File: config.mk
export PLATFORM = sky130hd
export DESIGN_NAME = dual_server_rr_scheduler
export DESIGN_NICKNAME = d
export VERILOG_FILES = /design/src/rtl/dual_server_rr_scheduler.sv
export SDC_FILE = /design/constraint.sdc
export NUM_CORES = 1
export LEC_CHECK = 0
export ABC_CLOCK_PERIOD_IN_PS = 4700
export BUFFER_PORTS_ARGS = -buffer_cell sky130_fd_sc_hd__buf_2
export CAP_MARGIN = 0
export CORE_ASPECT_RATIO = 1.5
export CORE_UTILIZATION = 35
export CTS_BUF_LIST = sky130_fd_sc_hd__clkbuf_2 sky130_fd_sc_hd__clkbuf_4 sky130_fd_sc_hd__clkbuf_8
export DETAILED_ROUTE_END_ITERATION = 16
export HOLD_SLACK_MARGIN = 0.15
export MAX_ROUTING_LAYER = met4
export PLACE_DENSITY = 0.57
export SETUP_SLACK_MARGIN = 0.15
export SKIP_CTS_REPAIR_TIMING = 1
export SLEW_MARGIN = 0
export SYNTH_ARGS = -nofsm -noshare
export SYNTH_HDL_FRONTEND = slang
export SYNTH_SLANG_ARGS = --single-unit
export TNS_END_PERCENT = 50
File: constraint.sdc
create_clock -name clk -period 4.7 [get_ports clk]
set_input_delay 0.705 -clock clk [delete_from_list [all_inputs] [get_ports clk]]
set_output_delay 0.705 -clock clk [all_outputs]
set_load 0.05 [all_outputs]
File: src/rtl/dual_server_rr_scheduler.sv
// Two-channel rotating-priority scheduler: N requesters share ch0/ch1, grants held until req drops.
// Optional forced release after MAX_HOLD cycles is enabled by defining HOLD_TIMEOUT_EN.
module dual_server_rr_scheduler #(
  parameter int N        = 5,
  parameter int PW       = $clog2(N),
  parameter int MAX_HOLD = 16
) (
  input  logic          clk,
  input  logic          rst,
  input  logic          en,
  input  logic [N-1:0]  req,
  output logic [N-1:0]  gnt0,
  output logic [N-1:0]  gnt1,
  output logic [1:0]    busy,
  output logic [PW-1:0] ptr
`ifdef HOLD_TIMEOUT_EN
  ,
  output logic [1:0]    timeout
`endif
);

  typedef enum logic {IDLE = 1'b0, BUSY = 1'b1} ch_state_t;

  ch_state_t     st0, st1;
  logic [N-1:0]  cand, blocked;
  logic [PW-1:0] c1, c2, idx1, last, nxt_ptr;
  logic          c1_vld, c2_vld;
  logic          assign0, assign1, rel0, rel1, to0, to1;
  int            idx;

  function automatic logic [N-1:0] onehot(input logic [PW-1:0] i);
    logic [N-1:0] v;
    v    = '0;
    v[i] = 1'b1;
    return v;
  endfunction

  assign cand = req & ~(gnt0 | gnt1) & ~blocked;

  // Circular scan of the candidate set from ptr: first and second hits
  always_comb begin
    c1     = '0;
    c2     = '0;
    c1_vld = 1'b0;
    c2_vld = 1'b0;
    idx    = 0;
    for (int i = 0; i < N; i++) begin
      idx = (int'(ptr) + i >= N) ? int'(ptr) + i - N : int'(ptr) + i;
      if (cand[idx] && !c1_vld) begin
        c1_vld = 1'b1;
        c1     = idx[PW-1:0];
      end else if (cand[idx] && !c2_vld) begin
        c2_vld = 1'b1;
        c2     = idx[PW-1:0];
      end else begin
        c2_vld = c2_vld;
      end
    end
  end

  // Channel assignment, release and next-pointer decisions
  always_comb begin
    assign0 = en && (st0 == IDLE) && c1_vld;
    assign1 = en && (st1 == IDLE) && ((st0 == IDLE) ? c2_vld : c1_vld);
    idx1    = (st0 == IDLE) ? c2 : c1;
    last    = assign1 ? idx1 : c1;
    nxt_ptr = (int'(last) == N - 1) ? '0 : last + PW'(1);
    // A timed-out owner is released even though its request is still high
    rel0    = (st0 == BUSY) && (!(|(gnt0 & req)) || to0);
    rel1    = (st1 == BUSY) && (!(|(gnt1 & req)) || to1);
  end

  // Per-channel IDLE/BUSY state machines with registered grants, busy and pointer
  always_ff @(posedge clk or posedge rst) begin
    if (rst) begin
      st0  <= IDLE;
      st1  <= IDLE;
      gnt0 <= '0;
      gnt1 <= '0;
      busy <= 2'b00;
      ptr  <= '0;
    end else begin
      case (st0)
        IDLE: begin
          if (assign0) begin
            st0     <= BUSY;
            gnt0    <= onehot(c1);
            busy[0] <= 1'b1;
          end
        end
        BUSY: begin
          if (rel0) begin
            st0     <= IDLE;
            gnt0    <= '0;
            busy[0] <= 1'b0;
          end
        end
        default: begin
          st0     <= IDLE;
          gnt0    <= '0;
          busy[0] <= 1'b0;
        end
      endcase
      case (st1)
        IDLE: begin
          if (assign1) begin
            st1     <= BUSY;
            gnt1    <= onehot(idx1);
            busy[1] <= 1'b1;
          end
        end
        BUSY: begin
          if (rel1) begin
            st1     <= IDLE;
            gnt1    <= '0;
            busy[1] <= 1'b0;
          end
        end
        default: begin
          st1     <= IDLE;
          gnt1    <= '0;
          busy[1] <= 1'b0;
        end
      endcase
      if (assign0 || assign1) begin
        ptr <= nxt_ptr;
      end
    end
  end

`ifdef HOLD_TIMEOUT_EN
  localparam int HW = $clog2(MAX_HOLD);

  logic [HW-1:0] hold0, hold1;

  assign to0 = (st0 == BUSY) && (|(gnt0 & req)) && (hold0 == HW'(MAX_HOLD - 1));
  assign to1 = (st1 == BUSY) && (|(gnt1 & req)) && (hold1 == HW'(MAX_HOLD - 1));

  // Hold counters, timeout pulses and the block mask that keeps a timed-out owner out
  always_ff @(posedge clk or posedge rst) begin
    if (rst) begin
      hold0   <= '0;
      hold1   <= '0;
      blocked <= '0;
      timeout <= 2'b00;
    end else begin
      hold0   <= (st0 == BUSY) ? hold0 + HW'(1) : '0;
      hold1   <= (st1 == BUSY) ? hold1 + HW'(1) : '0;
      blocked <= (blocked & req) | (to0 ? gnt0 : '0) | (to1 ? gnt1 : '0);
      timeout <= {to1, to0};
    end
  end
`else
  assign blocked = '0;
  assign to0     = 1'b0;
  assign to1     = 1'b0;
`endif

endmodule

# After elaboration in Yosys (flattened, before gate mapping)
# Index checks and enable logic that the tools add are counted.
[totals]
reg_bits = 17
inputBits = 8
out_inout_bits = 15
[classes]
addsub = 10
n_lt_le_gt_ge = 14
eq_ne = 5
mux = 74
bitwise = 7
reduce_logical = 31
[ops]
columns = ["op", "count"]
rows = [
  ["32-bit by 5-bit < comparator with 1-bit output, second input constant", 5],
  ["32-bit two-way mux", 5],
  ["32-bit by 4-bit >= comparator with 1-bit output, second input constant", 4],
  ["32-bit by 4-bit subtractor with 32-bit output, second input constant", 4],
  ["3-bit two-way mux", 17],
  ["1-bit two-way mux", 35],
  ["5-bit two-way mux", 4],
  ["5-bit one-hot mux with 2 select lines", 2],
  ["1-bit logical AND", 16],
  ["5-bit AND", 3],
  ["1-bit binary-select mux with 3-bit select", 5],
  ["1-bit logical NOT", 10],
  ["5-bit OR reduction", 2],
  ["3-bit by 2-bit adder with 4-bit output, second input constant", 2],
  ["3-bit by 4-bit < comparator with 1-bit output, second input constant", 2],
  ["1-bit one-hot mux with 2 select lines", 4],
  ["1-bit demux with 3-bit select", 2],
  ["3-bit by 1-bit >= comparator with 1-bit output, second input constant", 2],
  ["5-bit inverter", 1],
  ["5-bit OR", 1],
  ["3-bit by 1-bit adder with 4-bit output, second input constant", 1],
  ["3-bit by 3-bit adder with 4-bit output, second input constant", 1],
  ["2-bit by 1-bit inequality test with 1-bit output, second input constant", 2],
  ["2-bit inequality test, second input constant", 2],
  ["other kinds (7)", 9],
]

# Logic depth before layout (Yosys ltp)
[depth]
depth_word = 31
mapped_depth = 21

# Least setup slack after synthesis
# No wires, ideal clock.
[synth_timing]
path_kind = "register -> register"
from = "register ptr[0]"
to = "register ptr[2]"
setup_ns = 0.125
arrival_time_ns = 4.643
required_time_ns = 4.575
path_slack_ns = -0.067
path_stages_with_launch = 20
n_path_buf = 2
synth_period_minus_slack_ns = 4.767
path_cell_list = "dfrtp_1 > inv_1 > ha_1 > inv_1 > fa_1 > o21ai_2 > mux2i_1 > a311o_2 > nand2_4 > a2111oi_1 > or3_1 > or4_1 > buf_2 > buf_2 > o21ai_1 > o21a_1 > ha_1 > nor2_1 > mux2_2 > mux2_2"
[synth_via]
elab_chain_len = 28
elab_cells_between_ends = 87
classes_between = "add/sub (10); order compare (5); eq/ne (1); mux (52); reduce/logical (19)"
[synth_rtl]
columns = ["item", "line_no", "text"]
rows = [
  ["start: declaration", "15", "output logic [PW-1:0] ptr"],
  ["start signal: assignment", "126", "ptr <= nxt_ptr;"],
  ["branches (longest 28 deep; another with 32-bit by 4-bit subtractor with 32-bit output)", "--", ""],
]
# Several ways; the timed one is not identified. The select of a mux whose other input is x is not followed.
# A chain may end at the register's enable or synchronous reset.

# Worst setup path in the final report
# Ends and elaborated chain as after synthesis.

==> impl_metrics.yaml <==
sta:
  report.final.hold_viol_count: 0
  slew_headroom_pct: 56.6
  slew_violations: 0
  setup_tns_final_ps: 0
  timing.final.ws_setup_ps: 377
  slew_of_the_pin_with_the_lowest_slew_margin_ps: 651
  max_freq_mhz: 231
  fin_crit_sh_pct: 92.0
  grt_setup_unrepaired: "no"
  final_period_minus_worst_setup_slack_ps: 4320
  setup_viol_count_final: 0
  timing.clock.skew_ps: 0.647
final_layout:
  final_standard_cell_count_with_taps_included_and_fillers_excluded: 425
  layout_commonest_cell: "buf_4"
  layout.cells.most_common_list: "buf_4, nand2_1, nor2_1"
  finalInstanceArea_sq_um: 2980
  drive_gt1_share_pct: 30.7
  design.final.nets: 370
  syn2layout_area_growth_pct: 22.4
  inserted_diodes: 0
synth:
  yosys_warnings: 0
  syn_area_per_cell_sq_um: 8.11
  ys_ff_latch: 17
  synth_enable_flop_cells: 0
  synthDistinctLibCells: 78
  synth_nets: 320
  synth_ff_type: "dfrtp_1"
  syn_inst: 300
  synth_async_sr_flop_share_pct: 100
  synthesis.area_sq_um: 2430
  yosysSeqAreaShare_pct: 17.5
placement:
  detailedPlacementHpwl_um: 6490
  globalplace.congestion: 0.969
  buffer_ports.inserted: 22
  placed_cells_incl_taps: 415
  postPlaceCellArea_sq_um: 2780
  place_worst_setup_slack_ps: 175
floorplanning:
  die_area_sq_um: 7300
  core_area_sq_um: 6620
  die_height_um: 104
  site_row_count: 36
  floorplan.initialDensity_pct: 36.8
  die_w_um: 70.1
  pin_count: 23
clock_tree:
  worstSkewPairLatency_ps: 250
  cts_tree: "done"
  worst_setup_hold_path_clk_slew_ps: 60
  cts_root_buffer: "clkbuf_8"
  clock_sinks: 17
  tritoncts.num_buffers: 3
  h-tree-depth: 1
  cts_buffer_depth: 2
critical_path:
  crit_cells: 18
  ff2ff_setup_slack_ps: 380
  critPathRequiredTime_ps: 4840
  cells_along_the_critical_path: "inv_4 -> ha_1 -> inv_1 -> fa_2 -> nand2b_1 -> o21ai_2 -> mux2i_1 -> a311o_2 -> buf_4 -> nand4_1 -> o221ai_1 -> or3_1 -> a221o_1 -> o21ai_1 -> ha_1 -> nor2_1 -> mux2_2 -> mux2_2"
  critical-path-top-delay-family: "compound AO/OA/AOI/OAI gates"
  worstSetupEndpointType: "flip-flop"
  critPathSlowestCell: "a221o_1"
  worstRegToRegCells: 18
  timing.critical_path.slowest_cell_delay_ps: 460
  count_of_buffering_cells_on_the_critical_path_with_inverters_included: 3
  arrival_ps: 4470
  worst-setup-path-type: "flip-flop to flip-flop"
  cp_max_fo: 8
  critical_path.startpoint_type: "flip-flop"
worst_hold_path:
  hold_path.class: "flip-flop to flip-flop"
  worstHoldPathCells: 2
status:
  status: "finished clean"
detailed_routing:
  drc: 0
  route.final.wire_length_um: 8210
  drtAntennaViolNets: 0
  drt-vias-per-instance: 6.22
  dr.pass1.iters: 4
  detail_route.iter0.violations: 251
  routed_wire_per_std_cell_um: 19.3
  number_of_vias_in_the_routed_layout: 2644
global_routing:
  total_routing_usage_gr_pct: 23.2
  largest_net_degree_at_the_start_of_global_routing: 25
  grt_first_pass_wirelength_um: 13100
  first_global_vias: 2601
  overflow_left_after_global_routing: 0
  antenna_found_initial: 0
run:
  drv.max_cap_violation_count: 0
-- registers in the layout (all words and copies together), names as in the netlist --
signal	count
busy	2
gnt1	5
st1	1
st0	1
ptr	3
gnt0	5
-- worst register-to-register path: stages, from the launching register on --
cell      delay [ps]
dfrtp_2          420
inv_4            100
ha_1             160
inv_1             50
fa_2             390
nand2b_1         210
o21ai_2          100
mux2i_1           90
a311o_2          440
buf_4            170
nand4_1          160
o221ai_1         130
or3_1            350
a221o_1          460
o21ai_1          200
ha_1             210
nor2_1            60
mux2_2           250
mux2_2           250
-- layer usage --
metal	vias up	GRT usage [%]	wire [um]	part of all wire [%]
li1	1263	-	-	-
met1	1265	24.9	3200	39
met2	87	42.4	4430	54
met3	29	1.07	206	2.5
met4	0	12.0	373	4.5
met5	-	-	0	0
-- final cells by class --
class | count | area (sq um)
Timing Repair Buffer | 54 | 350
Clock inverter | 1 | 5.00
Sequential cell | 17 | 429
Tap cell | 76 | 95.1
Clock buffer | 3 | 41.3
Fill cell | 670 | 3640
Multi-Input combinational cell | 262 | 2010
Inverter | 12 | 47.5
-- cell families (layout without fill, tap and decap cells) --
logic type | count (synthesis) | after routing | share of synthesized area [%]
xor+xnor | 6 | 6 | 2.47
compound gates | 106 | 106 | 33.8
buf+inv | 21 | 70 | 4.06
fa+ha+maj | 12 | 12 | 6.48
flops | 17 | 17 | 17.5
mux | 15 | 15 | 6.53
simple gates | 123 | 123 | 29.2
-- per-stage QoR --
| stage | hold WS (ps) | utilization (%) |
|---|---|---|
| after CTS | 475 | 42.7 |
| after detailed placement | 459 | 42.0 |
| after global placement | 456 | 42.0 |
| after floorplan | 460 | - |
| final | 468 | 45.0 |
| after global routing | 504 | 45.0 |
-- synthesized netlist by cell type, types with 7 or more instances --
master	count	area (sq um)
a22o_1	10	87.6
nor3_1	7	35.0
nand3_1	8	40.0
nor2_1	24	90.1
dfrtp_1	17	425
inv_1	12	45.0
ha_1	11	138
a22oi_1	7	52.6
nand2_1	30	113
a21oi_1	13	65.1
mux2i_1	11	110
o21ai_0	8	40.0
nand2b_1	9	56.3
-- path summary, 6_finish.rpt --
path                               from       to
worst min-delay path            busy[0]  busy[0]
worst max-delay path             ptr[0]   ptr[2]
worst min register to register  busy[0]  busy[0]
worst max register to register   ptr[0]   ptr[2]
min in group asynchronous           rst  gnt1[4]
max in group asynchronous           rst   ptr[0]
Power is not shown: default switching activity piles up to over one toggle a cycle in this logic, so the estimate is an artifact.
